File: src/rtl/cronometro_decimal.sv
// Decimal stopwatch counting 0..9999 in TICK_HZ steps, with debounced start/stop and clear buttons.
// Optional lap-freeze button enabled by defining CRONOMETRO_VOLTA_EN.
module cronometro_decimal #(
  parameter int CLK_HZ          = 100_000_000,
  parameter int TICK_HZ         = 10,
  parameter int DEBOUNCE_CYCLES = 1_000_000
) (
  input  logic        clk,
  input  logic        reset_n,
  input  logic        btn_iniciar_parar,
  input  logic        btn_zerar,
`ifdef CRONOMETRO_VOLTA_EN
  input  logic        btn_volta,
`endif
  output logic [15:0] dado_binario_saida,
  output logic        rodando,
  output logic        estouro
);

  localparam int PRESC_DIV = (CLK_HZ / TICK_HZ > 0) ? CLK_HZ / TICK_HZ : 1;
  localparam int PW        = (PRESC_DIV > 1) ? $clog2(PRESC_DIV) : 1;
  localparam logic [PW-1:0] PRESC_MAX = PW'(PRESC_DIV - 1);

  localparam int DEB = (DEBOUNCE_CYCLES > 0) ? DEBOUNCE_CYCLES : 1;
  localparam int DW  = (DEB > 1) ? $clog2(DEB) : 1;
  localparam logic [DW-1:0] DEB_MAX = DW'(DEB - 1);

  localparam logic [15:0] CONTA_MAX = 16'd9999;

`ifdef CRONOMETRO_VOLTA_EN
  localparam int N_BTN = 3;
`else
  localparam int N_BTN = 2;
`endif

  typedef enum logic [1:0] {
    PARADO,
    RODANDO,
    PAUSADO,
    SATURADO
  } estado_t;

  // Button bit order: 0 = iniciar/parar, 1 = zerar, 2 = volta.
  logic [N_BTN-1:0] btn_raw;
  logic [N_BTN-1:0] sync1_q;
  logic [N_BTN-1:0] sync2_q;
  logic [N_BTN-1:0] nivel_q;
  logic [N_BTN-1:0] pulso_q;
  logic [DW-1:0]    deb_cnt_q [N_BTN];

`ifdef CRONOMETRO_VOLTA_EN
  assign btn_raw = {btn_volta, btn_zerar, btn_iniciar_parar};
`else
  assign btn_raw = {btn_zerar, btn_iniciar_parar};
`endif

  logic pulso_iniciar;
  logic pulso_zerar;
  assign pulso_iniciar = pulso_q[0];
  assign pulso_zerar   = pulso_q[1];

  // A level is accepted after DEB consecutive samples that differ from the
  // current accepted level; the pulse marks only the accepted 0->1 change.
  always_ff @(posedge clk or negedge reset_n) begin
    if (!reset_n) begin
      sync1_q <= '0;
      sync2_q <= '0;
      nivel_q <= '0;
      pulso_q <= '0;
      // NOTE: the counter array is tiny and must restart from zero after reset, so it is reset like any other register rather than treated as RAM.
      for (int i = 0; i < N_BTN; i++) begin
        deb_cnt_q[i] <= '0;
      end
    end else begin
      // NOTE: non-blocking assignments here keep the two synchronizer stages as separate flops; blocking would collapse them into one.
      sync1_q <= btn_raw;
      sync2_q <= sync1_q;
      for (int i = 0; i < N_BTN; i++) begin
        pulso_q[i] <= 1'b0;
        if (sync2_q[i] == nivel_q[i]) begin
          deb_cnt_q[i] <= '0;
        end else if (deb_cnt_q[i] == DEB_MAX) begin
          nivel_q[i]   <= sync2_q[i];
          deb_cnt_q[i] <= '0;
          pulso_q[i]   <= sync2_q[i];
        end else begin
          deb_cnt_q[i] <= deb_cnt_q[i] + DW'(1);
        end
      end
    end
  end

  estado_t       state_q, state_d;
  logic [15:0]   conta_q, conta_d;
  logic [PW-1:0] presc_q, presc_d;
  logic          tick;
  logic [15:0]   dado_d;

  always_comb begin
    // NOTE: every output of this block gets a default first so no path can leave a value unassigned and infer a latch.
    state_d = state_q;
    conta_d = conta_q;
    presc_d = presc_q;
    tick    = (state_q == RODANDO) && (presc_q == PRESC_MAX);

    // Outside RODANDO the prescaler simply holds, so a pause keeps the fraction.
    if (state_q == RODANDO) begin
      presc_d = tick ? '0 : presc_q + PW'(1);
    end

    case (state_q)
      PARADO: begin
        if (pulso_iniciar) state_d = RODANDO;
      end
      RODANDO: begin
        if (tick) begin
          if (conta_q >= CONTA_MAX - 16'd1) begin
            conta_d = CONTA_MAX;
            state_d = SATURADO;
          end else begin
            conta_d = conta_q + 16'd1;
          end
        end
        if (pulso_iniciar && (state_d != SATURADO)) state_d = PAUSADO;
      end
      PAUSADO: begin
        if (pulso_iniciar) state_d = RODANDO;
      end
      SATURADO: begin
        state_d = SATURADO;
      end
      default: begin
        state_d = PARADO;
        conta_d = '0;
        presc_d = '0;
      end
    endcase

    // Clear has priority over everything, including a simultaneous start.
    if (pulso_zerar) begin
      state_d = PARADO;
      conta_d = '0;
      presc_d = '0;
    end
  end

`ifdef CRONOMETRO_VOLTA_EN
  logic        pulso_volta;
  logic        travado_q, travado_d;
  logic [15:0] volta_q, volta_d;

  assign pulso_volta = pulso_q[2];

  always_comb begin
    travado_d = travado_q;
    volta_d   = volta_q;
    if (pulso_volta && (state_q == RODANDO)) begin
      travado_d = !travado_q;
      volta_d   = conta_q;
    end
    // Any exit from RODANDO (pause, saturation, clear) releases the freeze.
    if (state_d != RODANDO) travado_d = 1'b0;
    dado_d = travado_d ? volta_d : conta_d;
  end

  always_ff @(posedge clk or negedge reset_n) begin
    if (!reset_n) begin
      travado_q <= 1'b0;
      volta_q   <= '0;
    end else begin
      travado_q <= travado_d;
      volta_q   <= volta_d;
    end
  end
`else
  assign dado_d = conta_d;
`endif

  always_ff @(posedge clk or negedge reset_n) begin
    if (!reset_n) begin
      state_q            <= PARADO;
      conta_q            <= '0;
      presc_q            <= '0;
      dado_binario_saida <= '0;
      rodando            <= 1'b0;
      estouro            <= 1'b0;
    end else begin
      state_q            <= state_d;
      conta_q            <= conta_d;
      presc_q            <= presc_d;
      dado_binario_saida <= dado_d;
      rodando            <= (state_d == RODANDO);
      estouro            <= (state_d == SATURADO);
    end
  end

endmodule

File: config.mk
export PLATFORM = sky130hd
export DESIGN_NAME = cronometro_decimal
export DESIGN_NICKNAME = d
export VERILOG_FILES = /design/src/rtl/cronometro_decimal.sv
export SDC_FILE = /design/constraint.sdc
export NUM_CORES = 1
export LEC_CHECK = 0
export BUFFER_PORTS_ARGS = -buffer_cell sky130_fd_sc_hd__buf_2
export CORE_UTILIZATION = 40
export DETAILED_ROUTE_END_ITERATION = 10
export PLACE_DENSITY = 0.58
export SLEW_MARGIN = 20
export SYNTH_ARGS = -nofsm -noshare
export SYNTH_HDL_FRONTEND = slang
export SYNTH_SLANG_ARGS = --single-unit
File: constraint.sdc
create_clock -name clk -period 2.5 [get_ports clk]
set_input_delay 0.625 -clock clk [delete_from_list [all_inputs] [get_ports clk]]
set_output_delay 0.625 -clock clk [all_outputs]
set_load 0.1 [all_outputs]
==> results_dict.tcl <==
set metrics [dict create \
    synth.most_common_cell "dfrtp_1" \
    yosysUniqueCellTypes 45 \
    yosys.area.top_type_share_pct 50.51 \
    p_switching_mw 0.6288 \
    dpl.hpwl_um 6416 \
    synth_warnings 0 \
    worst_ep_arrival_time_ns 2.52 \
    die_y_um 108.8 \
    viasPerCell 5.377 \
    clock_latency_ns 0.34 \
    drtIter0Drc 182 \
    ant_nets 0 \
    grt_pass1_vias 3418 \
    yosysTopAreaCell "dfrtp_1" \
    finalHoldViolCount 0 \
    stdcell_count 645 \
    slew-limit-headroom_pct 58.54 \
    setup_violations 0 \
    powerDensity_mw_per_mm2 568.1 \
    nNetsFinal 509 \
    critPathLaunchType "flip-flop" \
    grt_first_pass_wirelength_um 16360 \
    clk_pin_slew_ns 0.07 \
    slew_violations 0 \
    pwr-share-seq_pct 51.2 \
    die_x_um 108.8 \
    critPathKind "flip-flop to flip-flop" \
    num-fill-cells 1009 \
    period_needed_ns 2.285 \
    reg2reg_slack_ns 0.22 \
    synth-async-reset-ratio_pct 100.0 \
    power.total_mw 2.945 \
    cap_viol_max_count 0 \
    numCtsBuffers 9 \
    status "finished clean" \
    r2r_start "conta_q[0]" \
    irDropWorstVdd_mv 0.3307 \
    ios 22 \
    firstDrtPassIters 4 \
    grt_usage_pct 17.79 \
    cts-hold-fix-buffers 0 \
    syn_area_mm2 0.004558 \
    htreeDepth 3 \
    dieArea_mm2 0.01183 \
    power.internal_mw 2.316 \
    synth_ff_type "dfrtp_1" \
    wl_um 9384 \
    combinationalPowerShare_pct 2.2 \
    crit_path_max_fanout 9 \
    wl_per_cell_um 14.55 \
    clock_sinks 92 \
    design_area_mm2 0.005184 \
    portBuffers 21 \
    crit_required_ns 2.74 \
    cts_tree "yes" \
    clockBufferDepth 2 \
    syn_to_final_growth_pct 13.72 \
    fin_tns_setup_ns 0 \
    syn_nets 479 \
    synth_area_leaders "dfrtp_1, nor2_1, xnor2_1, xor2_1, nand3_1" \
    cts_root_buf "clkbuf_16" \
    initial_core_util_pct 41.50 \
    clock_skew_ns 0.005407 \
    worst_setup_path_end_kind "flip-flop" \
    drive_above_1_share_pct 10.50 \
    grt_max_degree 39 \
    ys_seq_elements 92 \
    rows 38 \
    synth_edf_count 0 \
    whs_ns 0.2476 \
    p_clk_share_pct 46.6 \
    netlist_top_cells_count "dfrtp_1, nor2_1, nand2_1" \
    dr_total_vias 3468 \
    leakage_nw 2.261 \
    drc_errors 0 \
    overflow 0 \
    switching_share_pct 21.35 \
    startpoint "conta_q[0]" \
    min_period_over_period_pct 91.38 \
    hold_path.class "primary input to asynchronous set/reset pin" \
    max_freq_ghz 0.4377 \
    syn_inst 470 \
    synth_seq_area_share_pct 50.51 \
    gp_congestion 0.8785 \
    antenna_cells 0 \
    core_area_mm2 0.01098 \
    cts_setup_buffers 0 \
    rsz0062_at_grt "false" \
    dpl-instance-area_mm2 0.004881 \
    tightestPinTransition_ns 0.6219 \
    dpl.cell_count 629 \
    postSynthAreaPerCell_um2 9.698 \
    post_cts_resized 0 \
    antenna_found_initial 0 \
]
-- registers in the layout (all words and copies together) (netlist names) --
register,cells
deb_cnt_q,40
presc_q,24
conta_q,16
nivel_q,2
pulso_q,2
state_q,2
sync1_q,2
sync2_q,2
estouro,1
rodando,1
-- routing by layer --
layer | track usage [%] | part of all wire, % | vias to the layer above
met4 | 8.108 | 1.5 | 0
met5 | 0 | 0 | -
met3 | 3.706 | 3.1 | 11
met2 | 28.07 | 47 | 52
li1 | - | - | 1728
met1 | 23.49 | 49 | 1677
-- layout by cell type, fill, tap and decap left out, drive strengths merged, types with 4 or more instances in the layout --
| cell type | instances |
|---|---|
| dfrtp | 92 |
| nor2 | 78 |
| nand2 | 33 |
| xnor2 | 31 |
| buf | 30 |
| nand3 | 26 |
| xor2 | 25 |
| nand4 | 16 |
| and3 | 15 |
| a21oi | 15 |
| nor3 | 13 |
| o21ai | 13 |
| nor4 | 12 |
| inv | 11 |
| and2 | 10 |
| clkbuf | 10 |
| and4 | 8 |
| nor3b | 7 |
| nor4b | 6 |
| a31oi | 6 |
| ha | 5 |
| a311oi | 4 |
| or4 | 4 |
-- logic make-up after synthesis --
kind of cell | share of synthesized area (%)
simple gates | 27.42
compound gates | 7.604
mux | 0.4941
fa+ha+maj | 1.372
xor+xnor | 10.76
buf+inv | 1.839
flops | 50.51
-- stage by stage --
| step | setup slack [ns] | utilization (%) |
|---|---|---|
| 4_1_cts | 0.2178 | 47.20 |
| 3_5_place_dp | 0.2505 | 44.44 |
| 3_3_place_gp | 0.2986 | 44.44 |
| 5_1_grt | 0.01424 | 47.20 |
| 2_1_floorplan | 0.08179 | - |
| 6_report | 0.2155 | 47.20 |
-- final timing paths --
| path | to | depth (start not counted) |
|---|---|---|
| worst max-delay path | conta_q[3] | 7 |
| worst min register to register | sync2_q[1] | 0 |
| worst max register to register | conta_q[3] | 7 |
| min in group clk | sync2_q[1] | 0 |
| worst min-delay path | presc_q[10] | 1 |
| max in group asynchronous | conta_q[8] | 2 |
-- power by group through the flow --
stage | Combinational [mW] | Clock [mW] | Sequential, mW
final | 0.0638 | 1.37 | 1.51
after global routing | 0.0760 | 1.48 | 1.51
after CTS | 0.0681 | 1.42 | 1.51
after detailed placement | 0.0677 | 0 | 1.54
after global placement | 0.0660 | 0 | 1.54
after floorplan | 0.0215 | 0 | 1.53
-- critical path, cell delays in order (launching register included) --
cell      delay, ns
dfrtp_2        0.45
inv_1          0.07
ha_1           0.14
o211ai_1       0.08
a21oi_1        0.52
or2_0          0.41
nor2_1         0.18
a221oi_1       0.32
-- cell type report --
| class | count | area (µm²) | area share, % |
|---|---|---|---|
| inverters | 11 | 41.29 | 0.7965 |
| flip-flops and latches | 92 | 2305 | 44.46 |
| well taps | 140 | 175.2 | 3.379 |
| repair buffers | 30 | 187.7 | 3.621 |
| multi-input cells | 356 | 2172 | 41.90 |
| clock inverters | 6 | 63.81 | 1.231 |
| clock buffers | 10 | 239.0 | 4.610 |
Note: power is estimated with default switching activity, not from simulation.
